==> src/rtl/thold_spike_stage.sv <==
// rtl/thold_spike_stage.sv - threshold shadow/active banks plus 2-stage spike compare pipeline
//
// Purpose:
//   Captures 3-byte threshold sets from the loader write port into a shadow
//   bank and commits them atomically to the active bank. A valid/ready
//   pipeline (S1 lookup, S2 compare) flags neurons whose membrane potential
//   reached the layer threshold and applies reset-by-subtraction.
//
// Ports:
//   CLK, RST_N                      clock, asynchronous active-low reset
//   Sram_We, Sram_addr, Sram_Data   threshold byte write port (addr 3 illegal)
//   in_valid/in_ready               sample handshake
//   in_layer, in_idx, in_pot        sample layer, neuron index, signed potential
//   out_valid/out_ready             result handshake
//   out_layer, out_idx              passed-through layer and index
//   out_spike, out_pot              spike flag, potential after subtraction
//   set_loaded                      sticky: a full set has been committed
//   commit                          one-cycle pulse on active bank update
//   cfg_err                         sticky configuration error

module thold_spike_stage #(
  parameter int         POT_W     = 16,
  parameter logic [7:0] DEF_THOLD = 8'd64
) (
  input  logic             CLK,
  input  logic             RST_N,
  input  logic             Sram_We,
  input  logic [1:0]       Sram_addr,
  input  logic [7:0]       Sram_Data,
  input  logic             in_valid,
  output logic             in_ready,
  input  logic [1:0]       in_layer,
  input  logic [7:0]       in_idx,
  input  logic [POT_W-1:0] in_pot,
  output logic             out_valid,
  input  logic             out_ready,
  output logic [1:0]       out_layer,
  output logic [7:0]       out_idx,
  output logic             out_spike,
  output logic [POT_W-1:0] out_pot,
  output logic             set_loaded,
  output logic             commit,
  output logic             cfg_err
);

  // Only bytes 0 and 1 need shadow storage: the addr-2 byte completes the
  // set and is forwarded straight into the active bank on the same edge.
  logic [7:0] shadow_0, shadow_1;
  logic [1:0] mask;
  logic [7:0] active_0, active_1, active_2;

  always_ff @(posedge CLK or negedge RST_N) begin
    if (!RST_N) begin
      shadow_0   <= 8'd0;
      shadow_1   <= 8'd0;
      mask       <= 2'b00;
      active_0   <= DEF_THOLD;
      active_1   <= DEF_THOLD;
      active_2   <= DEF_THOLD;
      commit     <= 1'b0;
      set_loaded <= 1'b0;
      cfg_err    <= 1'b0;
    end else begin
      commit <= 1'b0;
      if (Sram_We) begin
        case (Sram_addr)
          2'd0: begin
            shadow_0 <= Sram_Data;
            mask[0]  <= 1'b1;
          end
          2'd1: begin
            shadow_1 <= Sram_Data;
            mask[1]  <= 1'b1;
          end
          2'd2: begin
            // Closing byte: either commits a complete set or flags the
            // partial set as an error; both paths start a fresh set.
            mask <= 2'b00;
            if (&mask) begin
              active_0   <= shadow_0;
              active_1   <= shadow_1;
              active_2   <= Sram_Data;
              commit     <= 1'b1;
              set_loaded <= 1'b1;
            end else begin
              cfg_err <= 1'b1;
            end
          end
          default: cfg_err <= 1'b1;
        endcase
      end
    end
  end

  // Pipeline control: S2 is the output register.
  logic             s1_valid;
  logic [1:0]       s1_layer;
  logic [7:0]       s1_idx;
  logic [POT_W-1:0] s1_pot;
  logic [7:0]       s1_thold;
  logic             s1_adv;

  assign s1_adv   = !out_valid || out_ready;
  assign in_ready = !s1_valid || s1_adv;

  logic [7:0] lk_thold;
  always_comb begin
    lk_thold = 8'd0;
    case (in_layer)
      2'd0:    lk_thold = active_0;
      2'd1:    lk_thold = active_1;
      2'd2:    lk_thold = active_2;
      default: lk_thold = 8'd0;
    endcase
  end

  always_ff @(posedge CLK or negedge RST_N) begin
    if (!RST_N) begin
      s1_valid <= 1'b0;
      s1_layer <= 2'd0;
      s1_idx   <= 8'd0;
      s1_pot   <= '0;
      s1_thold <= 8'd0;
    end else if (in_ready) begin
      s1_valid <= in_valid;
      if (in_valid) begin
        s1_layer <= in_layer;
        s1_idx   <= in_idx;
        s1_pot   <= in_pot;
        s1_thold <= lk_thold;
      end
    end
  end

  // Threshold is non-negative and POT_W >= 10, so the zero-extended value
  // is a valid positive signed operand and pot - thold cannot overflow.
  logic [POT_W-1:0] thold_ext;
  logic             s1_spike;
  logic [POT_W-1:0] s1_res;

  always_comb begin
    thold_ext = {{(POT_W-8){1'b0}}, s1_thold};
    s1_spike  = (s1_layer != 2'd3) && ($signed(s1_pot) >= $signed(thold_ext));
    s1_res    = s1_spike ? (s1_pot - thold_ext) : s1_pot;
  end

  always_ff @(posedge CLK or negedge RST_N) begin
    if (!RST_N) begin
      out_valid <= 1'b0;
      out_layer <= 2'd0;
      out_idx   <= 8'd0;
      out_spike <= 1'b0;
      out_pot   <= '0;
    end else if (s1_adv) begin
      out_valid <= s1_valid;
      if (s1_valid) begin
        out_layer <= s1_layer;
        out_idx   <= s1_idx;
        out_spike <= s1_spike;
        out_pot   <= s1_res;
      end
    end
  end

endmodule
==> config.mk <==
export PLATFORM = sky130hd
export DESIGN_NAME = thold_spike_stage
export DESIGN_NICKNAME = d
export VERILOG_FILES = /design/src/rtl/thold_spike_stage.sv
export SDC_FILE = /design/constraint.sdc
export NUM_CORES = 1
export LEC_CHECK = 0
export ABC_AREA = 1
export CAP_MARGIN = 20
export CORE_ASPECT_RATIO = 0.8
export CORE_MARGIN = 2
export CORE_UTILIZATION = 54
export DETAILED_ROUTE_END_ITERATION = 10
export HOLD_SLACK_MARGIN = 0.1
export PLACE_DENSITY = 0.79
export SETUP_SLACK_MARGIN = 0.02
export SYNTH_ARGS = -nofsm -noshare
export SYNTH_HDL_FRONTEND = slang
export SYNTH_SLANG_ARGS = --single-unit
==> constraint.sdc <==
create_clock -name CLK -period 2.8 [get_ports CLK]
set_input_delay 0.28 -clock CLK [delete_from_list [all_inputs] [get_ports CLK]]
set_output_delay 0.28 -clock CLK [all_outputs]
set_load 0.01 [all_outputs]
==> results of run 1 <==
## cells in the mapped netlist (2+ instances only)
master    number
o21ai_1       13
o21bai_1       2
inv_2          3
inv_1         54
nand3_2        3
nand2_2        4
a21oi_1        9
o21ai_2        2
o21ai_0       44
o211ai_2       3
nor2_4         2
nand3_1       22
or2_2          3
nand2_1      300
ha_1          11
nor2_1        27
dfstp_2        3
clkbuf_1      14
dfrtp_1      105
nor3_1         2
buf_2          3
a21oi_2        2
## worst paths after layout
| check | end | startpoint | depth (start not counted) | slack (ns) |
|---|---|---|---|---|
| worst max-delay path | out_pot[15] | s1_pot[0] | 12 | 0.31 |
| worst max register to register | out_pot[15] | s1_pot[0] | 12 | 0.31 |
| worst min register to register | active_1[6] | active_1[6] | 2 | 0.47 |
| max in group asynchronous | active_0[6] | RST_N | 3 | 1.51 |
| worst min-delay path | s1_pot[3] | in_pot[3] | 3 | 0.46 |
| min in group asynchronous | s1_idx[1] | RST_N | 2 | 0.52 |
## worst max-delay path, stage by stage (launching register included)
cell	delay [ns]
dfrtp_1	0.39
inv_1	0.07
ha_1	0.17
inv_1	0.07
fa_1	0.41
nand2_1	0.10
nand2_1	0.10
nand3_2	0.11
nand2_4	0.08
o21ai_2	0.51
o21ai_0	0.20
nand2_1	0.10
nand2_1	0.06
## layout make-up
cell class / count / area [um2]
Tap cell: 115 / 144
Sequential cell: 108 / 2710
Inverter: 57 / 214
Clock inverter: 3 / 21.3
Fill cell: 777 / 2910
Clock buffer: 12 / 267
Multi-Input combinational cell: 460 / 2110
Timing Repair Buffer: 78 / 778
## per-layer routing
metal / global-route usage [%] / vias up / wire (um)
met5: 0 / - / 0
met4: 6.61 / 0 / 95
met3: 4.67 / 10 / 758
met2: 36.0 / 119 / 5100
met1: 35.6 / 2019 / 5730
li1: - / 2149 / -
## through the flow
step / cell area (um2) / power (mW) / setup WS [ns] / std cells / hold slack, ns
3_3_place_gp: 5950 / 3.83 / 0.436 / 817 / 0.339
4_1_cts: 6240 / 5.12 / 0.348 / 833 / 0.464
3_5_place_dp: 5950 / 3.89 / 0.378 / 817 / 0.349
6_report: 6240 / 5.09 / 0.308 / 833 / 0.464
2_1_floorplan: 5130 / 3.21 / 0.817 / 645 / -0.0156
5_1_grt: 6240 / 5.42 / 0.114 / 833 / 0.476
## power groups by stage
stage / Sequential [mW] / Combinational, mW / Clock, mW
6_report: 2.20 / 1.67 / 1.22
5_1_grt: 2.24 / 1.88 / 1.30
4_1_cts: 2.20 / 1.68 / 1.24
3_5_place_dp: 2.22 / 1.67 / 0
3_3_place_gp: 2.20 / 1.63 / 0
2_1_floorplan: 2.25 / 0.966 / 0
## layout by cell type, fill, tap and decap left out, types with 2 or more instances in the layout
| cell | instances |
|---|---|
| o211ai_2 | 3 |
| or2_2 | 3 |
| nor2_1 | 27 |
| clkbuf_8 | 3 |
| inv_2 | 3 |
| nand3_2 | 3 |
| ha_1 | 11 |
| a21oi_2 | 2 |
| dfrtp_1 | 105 |
| o21ai_1 | 13 |
| inv_1 | 54 |
| nor2_4 | 2 |
| clkbuf_16 | 9 |
| clkdlybuf4s50_1 | 71 |
| nand2_1 | 300 |
| a21oi_1 | 9 |
| dfstp_2 | 3 |
| nor3_1 | 2 |
| buf_4 | 5 |
| o21ai_0 | 44 |
| nand3_1 | 22 |
| nand2_2 | 4 |
| o21bai_1 | 2 |
| o21ai_2 | 2 |
## flip-flops by register name (all words and copies together), names as in the netlist, 8 cells and up
| name | flops |
|---|---|
| s1_thold | 8 |
| s1_pot | 16 |
| active_0 | 8 |
| s1_idx | 8 |
| active_1 | 8 |
| active_2 | 8 |
| out_pot | 16 |
| shadow_0 | 8 |
| shadow_1 | 8 |
| out_idx | 8 |
## logic make-up (layout without fill, tap and decap cells)
family                   after synthesis  count (layout)  share of synthesized area, %
AO/OA/AOI/OAI                         77              77                          8.44
XOR/XNOR                               2               2                         0.341
adder cells (fa/ha/maj)               12              12                          3.07
buffers and inverters                 77             150                          6.09
flip-flops                           108             108                          52.7
AND/OR/NAND/NOR                      369             369                          29.3
==> summary.txt, run 1 <==
Logic synthesis
  – Top cell type's share of synthesized area: 51.2%
  – Main flop type after synthesis: dfrtp_1
  – Distinct cell type count after synthesis: 36
  – Synthesized net count: 698
  – EDFF count, synth: 0
  – Area leader, netlist: dfrtp_1
  – Ys async rst share: 100%
  – Post-synthesis register bit count: 108
  – Sequential fraction of the synthesis area: 52.7%
  – Syn. warnings: 0
  – Synth area leaders: dfrtp_1 51%, nand2_1 22%, o21ai_0 4.3%
  – Post-Syn Instances: 645
  – Syn avg cell area: 7.96 um2
  – Cell Area, Synth: 5130 um2

Worst hold path
  – Hold crit path type: input pin to register

Clock network
  – Worst skew pair latency: 0.35 ns
  – Num CTS Buffers: 9
  – Bufs on Longest Clock Path: 2
  – Hold_buf cts: 1
  – TritonCTS clock tree: yes
  – Reg clk slew, reported paths: 0.07 ns
  – Cts repair resizes: 0
  – Clock sinks: 108
  – H-Tree Depth: 3
  – CTS root buf: clkbuf_16
  – Setup bufs post-CTS: 0

Timing
  – Fin. Hold Viols: 0
  – Fmax: 401 MHz
  – Slew HR: 42.6%
  – RSZ-0062 raised after global routing: no
  – Final setup viols: 0
  – Max Slew Vio Count: 0
  – Final period util: 89.0%
  – Worst slew pin tran: 0.859 ns
  – Period minus WS final: 2.49 ns
  – Setup TNS: 0 ns
  – Clock skew: 0.00731 ns

Outcome
  – Status: finished with violations
  – Failing checks: design-rule violations

Power and ir drop
  – Leak pwr: 3.16 nW
  – Part of the power in registers: 43.2%
  – Sw Ratio: 34.0%
  – Clock power frac: 23.9%
  – Switching power: 1.73 mW
  – Power density over the cells: 815 nW/um2
  – Int Pwr: 3.36 mW
  – Maximum VDD drop: 0.457 mV
  – Comb pwr share: 32.9%

Floorplanning
  – Die X: 113 um
  – Die area: 10300 um2
  – Boundary Pins: 73
  – Core ar.: 9150 um2
  – Initial core utilization: 56.1%
  – Die height: 91.2 um
  – Rows: 31

Final layout
  – Layout area overhead: 21.6%
  – Layout cells sized above 1: 7.10%
  – Fin nets: 767
  – Ant diodes: 0
  – Finished Core Util: 68.2%

Worst setup path
  – Worst EP arrival: 2.72 ns
  – Crit path max fanout: 13
  – Kind of critical path: register to register
  – Crit path required time: 3.03 ns
  – CP Capture Type: register
  – Startpoint Class: register

Placement
  – Input/output buffers: 72
  – Global placer's final weighted congestion: 0.884
  – Hpwl dp: 8200 um

Run
  – Max Cap Violations: 0

GRT
  – First-pass GRT wire length: 19500 um
  – Vias in the first global route: 4024
  – Largest net degree at the start of global routing: 62
  – Gr usage total: 23.9%
  – Initial antenna violation count: 0
  – Final global-route overflow total: 0

Routing
  – Final wirelength: 11700 um
  – DR iter-0 viols: 303
  – Pre-Repair DR Iteration Count: 8
  – Via count: 4297
  – Drt via density: 5.16
  – DRC viols: 9
  – Antenna-violating nets left: 0
  – Wire per inst: 14.0 um
No activity file was read; power rests on OpenSTA's default activity.
==> inputs of run 2 (changes only) <==
--- a/config.mk
+++ b/config.mk
@@ -8,7 +8,6 @@
 export ABC_AREA = 1
 export CAP_MARGIN = 20
 export CORE_ASPECT_RATIO = 0.8
-export CORE_MARGIN = 2
 export CORE_UTILIZATION = 54
 export DETAILED_ROUTE_END_ITERATION = 10
 export HOLD_SLACK_MARGIN = 0.1
==> summary.txt, run 2 (synthesized netlist as in run 1, its figures left out) <==
Outcome
  – Status: finished with violations
  – Failing checks: design-rule violations

Final layout
  – Ant diodes: 0 (unchanged)
  – Fin nets: 768 (+0.13%)
  – Layout area overhead: 21.5%
  – Commonest non-fill, non-tap cell in the layout: nand2_1
  – Final instance area: 6230 um2 (-0.16%)
  – Layout cells sized above 1: 6.95% (-0.15 points)
  – Most frequent cells in the layout: 300 x nand2_1, 105 x dfrtp_1, 71 x clkdlybuf4s50_1
  – Largest registers: out_pot x16, s1_pot x16

Routing
  – Drt via density: 5.11 (-0.89%)
  – DRC viols: 18 (+9)
  – Antenna-violating nets left: 0 (unchanged)
  – Via count: 4264 (-0.77%)
  – Final wirelength: 11400 um (-2.6%)
  – Wire per inst: 13.6 um (-2.7%)
  – DR iter-0 viols: 280 (-7.6%)
  – Pre-Repair DR Iteration Count: 8 (unchanged)

Clock network
  – H-Tree Depth: 3 (unchanged)
  – Reg clk slew, reported paths: 0.07 ns (about the same)
  – Bufs on Longest Clock Path: 2 (unchanged)
  – Clock sinks: 108 (unchanged)
  – Cts repair resizes: 0 (unchanged)
  – Num CTS Buffers: 9 (unchanged)
  – TritonCTS clock tree: yes
  – Worst skew pair latency: 0.35 ns (about the same)
  – CTS root buf: clkbuf_16

Timing
  – Max Slew Vio Count: 0 (unchanged)
  – Setup TNS: 0 ns (unchanged)
  – Final setup viols: 0 (unchanged)
  – RSZ-0062 raised after global routing: no
  – Period minus WS final: 2.46 ns (-0.0271 ns)
  – Worst slew pin tran: 0.920 ns (+0.0606 ns)
  – Fmax: 406 MHz (+1.1%)
  – Fin. Hold Viols: 0 (unchanged)
  – Clock skew: 0.00737 ns (+0.0000604 ns)
  – Slew HR: 38.6% (-4.0 points)
  – Final period util: 88.0% (-0.97 points)

GRT
  – First-pass GRT wire length: 19200 um (-1.8%)
  – Gr usage total: 24.9% (+1.0 points)
  – Initial antenna violation count: 0 (unchanged)
  – Largest net degree at the start of global routing: 45 (-27%)
  – Vias in the first global route: 3933 (-2.3%)
  – Final global-route overflow total: 0 (unchanged)

Power and ir drop
  – Maximum VDD drop: 0.489 mV (+7.0%)
  – Switching power: 1.73 mW (-0.14%)
  – Sw Ratio: 34.3% (+0.27 points)
  – Int Pwr: 3.32 mW (-1.3%)
  – Comb pwr share: 33.2% (+0.3 points)
  – Leak pwr: 3.15 nW (-0.35%)
  – Power density over the cells: 809 nW/um2 (-0.77%)
  – Clock power frac: 23.4% (-0.5 points)
  – Part of the power in registers: 43.5% (+0.3 points)
  – PnR Total Power: 5.04 mW (-0.92%)

Worst setup path
  – CP Buf/Inv Count: 2 (unchanged)
  – Kind of critical path: register to register
  – Worst EP arrival: 2.70 ns (-0.02 ns)
  – Crit path required time: 3.04 ns (about the same)
  – CP Capture Type: register
  – Startpoint Class: register
  – CP top delay family: compound AO/OA/AOI/OAI gates
  – Cell Chain, Critical Path: inv_1 -> ha_1 -> inv_1 -> fa_1 -> nand2_1 -> nand2_1 -> nand3_2 -> nand2_4 -> o21ai_2 -> o21ai_0 -> nand3_1 -> nand2_1
  – Crit path max fanout: 13 (unchanged)
  – CP max stage cell: o21ai_2
  – Crit-path most repeated cell: nand2_1
  – CP max stage delay: 0.47 ns (-0.04 ns)

Placement
  – Hpwl dp: 7830 um (-4.5%)
  – Placed Area: 5950 um2 (+0.13%)
  – Input/output buffers: 72 (unchanged)
  – Global placer's final weighted congestion: 0.877 (-0.75%)

Floorplanning
  – Rows: 31 (unchanged)
  – Initial core utilization: 56.1% (unchanged)
  – Die X: 111 um (-1.8%)
  – Boundary Pins: 73 (unchanged)
  – Die area: 9900 um2 (-3.9%)
  – Core ar.: 9150 um2 (unchanged)
  – Die height: 89.2 um (-2.2%)

Worst hold path
  – Hold crit path type: register to register

Run
  – Max Cap Violations: 0 (unchanged)
-- run 2: final timing paths --
check,slack (ns),depth (start not counted),end,from
worst max register to register,0.34,12,out_pot[8],s1_pot[0]
worst max-delay path,0.34,12,out_pot[8],s1_pot[0]
max in group asynchronous,1.53,3,active_2[6],RST_N
worst min register to register,0.46,2,active_1[6],active_1[6]
min in group asynchronous,0.47,2,commit,RST_N
worst min-delay path,0.46,2,active_1[6],active_1[6]
-- run 2: power by group through the flow --
stage | Combinational (mW) | Sequential (mW) | Clock, mW
2_1_floorplan | 0.966 | 2.25 | 0
3_3_place_gp | 1.63 | 2.20 | 0
3_5_place_dp | 1.66 | 2.21 | 0
4_1_cts | 1.68 | 2.19 | 1.20
5_1_grt | 1.89 | 2.24 | 1.25
6_report | 1.67 | 2.19 | 1.18
-- run 2: area by class of cell --
| class | count | area [um2] |
|---|---|---|
| timing repair buffer | 79 | 786 |
| tap | 115 | 144 |
| inverter | 57 | 214 |
| sequential | 108 | 2710 |
| clock buffer | 12 | 246 |
| clock inverter | 3 | 23.8 |
| multi-input combinational | 460 | 2110 |
| fill | 774 | 2920 |
-- run 2: what timing repair did --
| action | 4_1_cts | 5_1_grt |
|---|---|---|
| hold buffers | 1 | 0 |
| buffers inserted | 0 | 0 |
| endpoints found under the hold margin | 41 | 0 |
-- run 2: per-layer routing --
metal / routed length (um) / GRT usage [%] / vias to the layer above / share of wire, %
met3: 690 / 5.83 / 11 / 6.1
met1: 5790 / 36.1 / 2000 / 51
li1: - / - / 2137 / -
met5: 0 / 0 / - / 0
met4: 121 / 5.73 / 0 / 1.1
met2: 4780 / 38.4 / 116 / 42
-- run 2: tightest hold or removal path, stage by stage, from the launching register on --
cell and delay [ns]:
dfstp_2 0.37, nand2_1 0.05, nand2_1 0.04
-- run 2: per-stage QoR --
step / utilization [%] / cells / hold WS (ns) / setup slack, ns
2_1_floorplan: - / 645 / -0.0156 / 0.817
3_3_place_gp: 65.0 / 818 / 0.312 / 0.438
3_5_place_dp: 65.0 / 818 / 0.312 / 0.376
4_1_cts: 68.1 / 834 / 0.461 / 0.346
5_1_grt: 68.1 / 834 / 0.480 / 0.0501
6_report: 68.1 / 834 / 0.463 / 0.335
==> edit 1 (settings of run 1) <==
Put one more register stage on the output `cfg_err`, without a reset. The value now appears one clock later. The other outputs are not delayed to match.
--- a/src/rtl/thold_spike_stage.sv
+++ b/src/rtl/thold_spike_stage.sv
@@ -43,6 +43,8 @@
   output logic             cfg_err
 );
 
+  logic cfg_err_s0;
+
   // Only bytes 0 and 1 need shadow storage: the addr-2 byte completes the
   // set and is forwarded straight into the active bank on the same edge.
   logic [7:0] shadow_0, shadow_1;
@@ -59,7 +61,7 @@
       active_2   <= DEF_THOLD;
       commit     <= 1'b0;
       set_loaded <= 1'b0;
-      cfg_err    <= 1'b0;
+      cfg_err_s0 <= 1'b0;
     end else begin
       commit <= 1'b0;
       if (Sram_We) begin
@@ -83,10 +85,10 @@
               commit     <= 1'b1;
               set_loaded <= 1'b1;
             end else begin
-              cfg_err <= 1'b1;
+              cfg_err_s0 <= 1'b1;
             end
           end
-          default: cfg_err <= 1'b1;
+          default: cfg_err_s0 <= 1'b1;
         endcase
       end
     end
@@ -162,4 +164,8 @@
     end
   end
 
+  always_ff @(posedge CLK) begin
+    cfg_err <= cfg_err_s0;
+  end
+
 endmodule
Check against the original RTL: not equivalent (Yosys sat finds a counterexample within 4 cycles, from zero or initial values and one cycle with RST_N low).
==> edit 1 against run 1 <==
The run still ends with design-rule violations left; final cell count rose by 0.36%; total power is 3.5% higher; synthesized area up 0.39%; wire length rose by 3.9%; clock skew up 1.1 ps; first-iteration DRC count up 6.6%; final area increased by 1.1%; sequential cell count increased by 1; setup slack improved by 78 ps; critical endpoint is now out_pot[13]$_DFFE_PN0P_.
==> edit 1: results (changes against run 1) <==
- Status: complete, but fails checks
- Failing checks: design-rule violations
- Synthesized net count: 699 (+0.14%)
- Slowest stage delay, CP: 460 ps (-50 ps)
- Fill count: 770 (-0.90%)
- R2r worst-path depth: 13 (+1)
- Clock sinks: 109 (+0.93%)
- Share of cells above drive strength 1: 7.21% (+0.11 points)
- Sequential fraction of the synthesis area: 52.9% (+0.18 points)
- # clk buffers: 10 (-2)
- Actual slew at the worst max-slew pin: 771 ps (-88.9 ps)
- First-pass GRT wire length: 20,600 um (+5.5%)
- Register area: 0.00273 mm^2 (+0.74%)
- Vias in the first global route: 4,166 (+3.5%)
- Placed Cells incl. Taps: 819 (+0.24%)
- Syn-to-layout area delta: 22.5%
- Post-Layout Cell Count: 836 (+0.36%)
- Most frequent cells after synthesis: nand2_1, dfrtp_1, inv_1
- Non-clk bufs: 79 (+1.3%)
- Iteration count of the initial detailed-routing pass: 8 (unchanged)
- Port bufs: 72 (unchanged)
- Setup WS pre-CTS: 440 ps (+62.3 ps)
- Compound-Gate Fraction of Synth Area: 8.40% (-0.033 points)
- Synth top area cells: dfrtp_1, nand2_1, o21ai_0
- 1st-iter DRT viols: 323 (+6.6%)
- Top Metal Used: met4
- Met2 wire length: 5160 um (+1.0%)
- XOR/XNOR Fraction of Synth Area: 0.340% (-0.0013 points)
- Cell variety after synth: 37 (+2.8%)
- Clock network power: 1360 uW (+11%)
- Met1 WL: 5970 um (+4.2%)
- Fraction of area in multi-input gates: 33.5% (-0.36 points)
- Crit-path leading delay family: simple AND/OR/NAND/NOR gates
- Placer Congestion: 0.891 (+0.76%)
- Clock-cell share of area: 5.00% (+0.39 points)
- Mux contribution to synthesized area: 0% (unchanged)
- DPL Wire Length: 8530 um (+4.0%)
- Max VDD drop: 0.484 mV (+5.9%)
- Hold Crit Depth: 0 (-3)
- Nets: 769 (+0.26%)
- Synth async-reset ratio: 99.1% (-0.92 points)
- Cell leakage power: 0.00319 uW (+0.94%)
- Max H-tree Level: 3 (unchanged)
- Post-route DRC: 9 (unchanged)
- Cells after Synth: 646 (+0.16%)
- Routed wire per std cell: 14.5 um (+3.6%)
- Buffer share of cell area: 12.6% (+0.18 points)
- Synth warn: 0 (unchanged)
- Vias per cell: 5.14 (-0.43%)
- Sw Ratio: 33.7% (-0.30 points)
- Clock buffer count from CTS: 9 (unchanged)
- Final Skew: 8.42 ps (+1.12 ps)
- Global-route usage over all layers: 25.3% (+1.4 points)
- Synth Area in Adders: 3.06% (-0.012 points)
- Largest net degree at the start of global routing: 61 (-1.6%)
- Placed cell area: 0.00599 mm^2 (+0.67%)
- Wire length on met3: 836 um (+10%)
- Hold/Removal Path Class: reg -> reg
-- edit 1: routing by layer --
| layer | vias to the layer above | global-route usage (%) |
|---|---|---|
| li1 | 2152 | - |
| met1 | 2000 | 38.2 |
| met4 | 0 | 7.22 |
| met2 | 127 | 36.3 |
| met3 | 15 | 6.14 |
| met5 | - | 0 |
-- edit 1: path summary, 6_finish.rpt --
check	from	to	slack [ps]
max in group asynchronous	RST_N	active_2[6]$_DFFE_PN1P_	1500
worst max register to register	s1_pot[0]$_DFFE_PN0P_	out_pot[13]$_DFFE_PN0P_	390
worst max-delay path	s1_pot[0]$_DFFE_PN0P_	out_pot[13]$_DFFE_PN0P_	390
worst min register to register	cfg_err_s0$_DFFE_PN0P_	cfg_err$_DFF_P_	380
worst min-delay path	cfg_err_s0$_DFFE_PN0P_	cfg_err$_DFF_P_	380
min in group asynchronous	RST_N	out_idx[5]$_DFFE_PN0P_	510
-- edit 1: what timing repair did --
item,in CTS,in global routing
hold buffers,1,0
setup endpoints to repair,0,0
endpoints found under the hold margin,48,0
==> edit 2 (settings of run 1) <==
Made on the original files. Change the parameter `DEF_THOLD` from 8'd64 to 8'd48.
--- a/src/rtl/thold_spike_stage.sv
+++ b/src/rtl/thold_spike_stage.sv
@@ -20,7 +20,7 @@
 
 module thold_spike_stage #(
   parameter int         POT_W     = 16,
-  parameter logic [7:0] DEF_THOLD = 8'd64
+  parameter logic [7:0] DEF_THOLD = 8'd48
 ) (
   input  logic             CLK,
   input  logic             RST_N,
Formal check against the unedited RTL: not equivalent (a bounded check fails within 4 cycles, from zero or initial values and one cycle with RST_N low).
==> edit 2 against run 1 <==
The run still ends with design-rule violations left; via count increased by 0.28%; setup slack improved by 71 ps; final area increased by 0.44%; total power is 1.9% higher; sequential cell count is the same; wire length grew 2.8%; synthesized cell count did not move; global-route usage grew 1.4 points; synthesized area about the same.
==> edit 2: results (changes against run 1) <==
- Status: complete, but fails checks
- Failing checks: design-rule violations
- Max VDD drop: 0.445 mV (-2.6%)
- Final Skew: 10.8 ps (+3.54 ps)
- Iteration count of the initial detailed-routing pass: 10 (+2)
- 1st-iter DRT viols: 294 (-3.0%)
- Root buf cell: clkbuf_16
- Largest net degree at the start of global routing: 64 (+3.2%)
- Placer Congestion: 0.888 (+0.46%)
- Nets: 767 (unchanged)
- Cell variety after synth: 36 (unchanged)
- First-pass GRT wire length: 20,600 um (+5.4%)
- Cell leakage power: 0.00316 uW (about the same)
- Post-route DRC: 8 (-1)
- Global-route usage over all layers: 25.3% (+1.4 points)
- Most frequent cells after synthesis: nand2_1, dfrtp_1, inv_1
- Vias in the first global route: 4,223 (+4.9%)
- Fill count: 762 (-1.9%)
- Worst EP arrival: 2650 ps (-70 ps)
- Worst rel slew slack: 41.3% (-1.3 points)
- Vias per cell: 5.17 (+0.28%)
- Share of cells above drive strength 1: 7.52% (+0.42 points)
- DPL Wire Length: 8540 um (+4.1%)
- Initial antenna violation count: 0 (unchanged)
- Synth top area cells: dfrtp_1, nand2_1, o21ai_0
- Hold/Removal Path Class: reg -> reg
- Ant diodes: 0 (unchanged)
[edit 2: kinds of logic after synthesis]
logic type      after synthesis  synth area share, %
flops                       108                 52.8
buf+inv                      77                 6.09
xor+xnor                      2                0.341
fa+ha+maj                    12                 3.07
compound gates               77                 8.43
simple gates                369                 29.3
[edit 2: worst paths after layout]
check                      cells past startpoint                      end                    start  slack, ps
hold reg to reg                                2  active_1[5]$_DFFE_PN1P_  active_1[5]$_DFFE_PN1P_        460
setup / recovery                              12   out_pot[7]$_DFFE_PN0P_    s1_pot[0]$_DFFE_PN0P_        380
min in group asynchronous                      2   out_idx[3]$_DFFE_PN0P_                    RST_N        490
setup reg to reg                              12   out_pot[7]$_DFFE_PN0P_    s1_pot[0]$_DFFE_PN0P_        380
hold / removal                                 2  active_1[5]$_DFFE_PN1P_  active_1[5]$_DFFE_PN1P_        460
max in group asynchronous                      3  active_0[5]$_DFFE_PN1P_                    RST_N       1510
[edit 2: where the power goes]
part | switching [uW] | internal, uW | total [uW]
Sequential | 247 | 1980 | 2220
Clock | 556 | 716 | 1270
Combinational | 961 | 727 | 1690
Total | 1760 | 3420 | 5180
[edit 2: metal layers]
layer / vias to the layer above / wire, um / global-route usage, %
met5: - / 0 / 0
met4: 0 / 126 / 6.91
met3: 14 / 748 / 4.87
met2: 120 / 5360 / 39.0
met1: 2032 / 5770 / 36.8
li1: 2143 / - / -
[edit 2: stage by stage]
stage	setup WS (ps)	cell area, um^2	std cells
2_1_floorplan	817	5140	645
3_3_place_gp	483	5960	817
3_5_place_dp	426	5960	817
4_1_cts	385	6270	833
5_1_grt	165	6270	833
6_report	379	6270	833
[edit 2: worst max-delay path: stages, from the launching register on]
cell,delay [ps]
dfrtp_1,390
inv_1,90
ha_1,170
inv_1,60
fa_1,410
nand2_1,110
nand2_1,110
nand3_2,110
nand2_4,80
o21ai_2,450
a21oi_1,140
o21ai_1,110
nand2_1,80
[edit 2: area by class of cell]
cell class / instances / area (um^2) / share of cell area (%)
flip-flops and latches: 108 / 2710 / 43.2
multi-input cells: 460 / 2110 / 33.7
repair buffers: 78 / 791 / 12.6
clock buffers: 10 / 239 / 3.81
inverters: 57 / 214 / 3.41
well taps: 115 / 144 / 2.29
clock inverters: 5 / 60.1 / 0.958
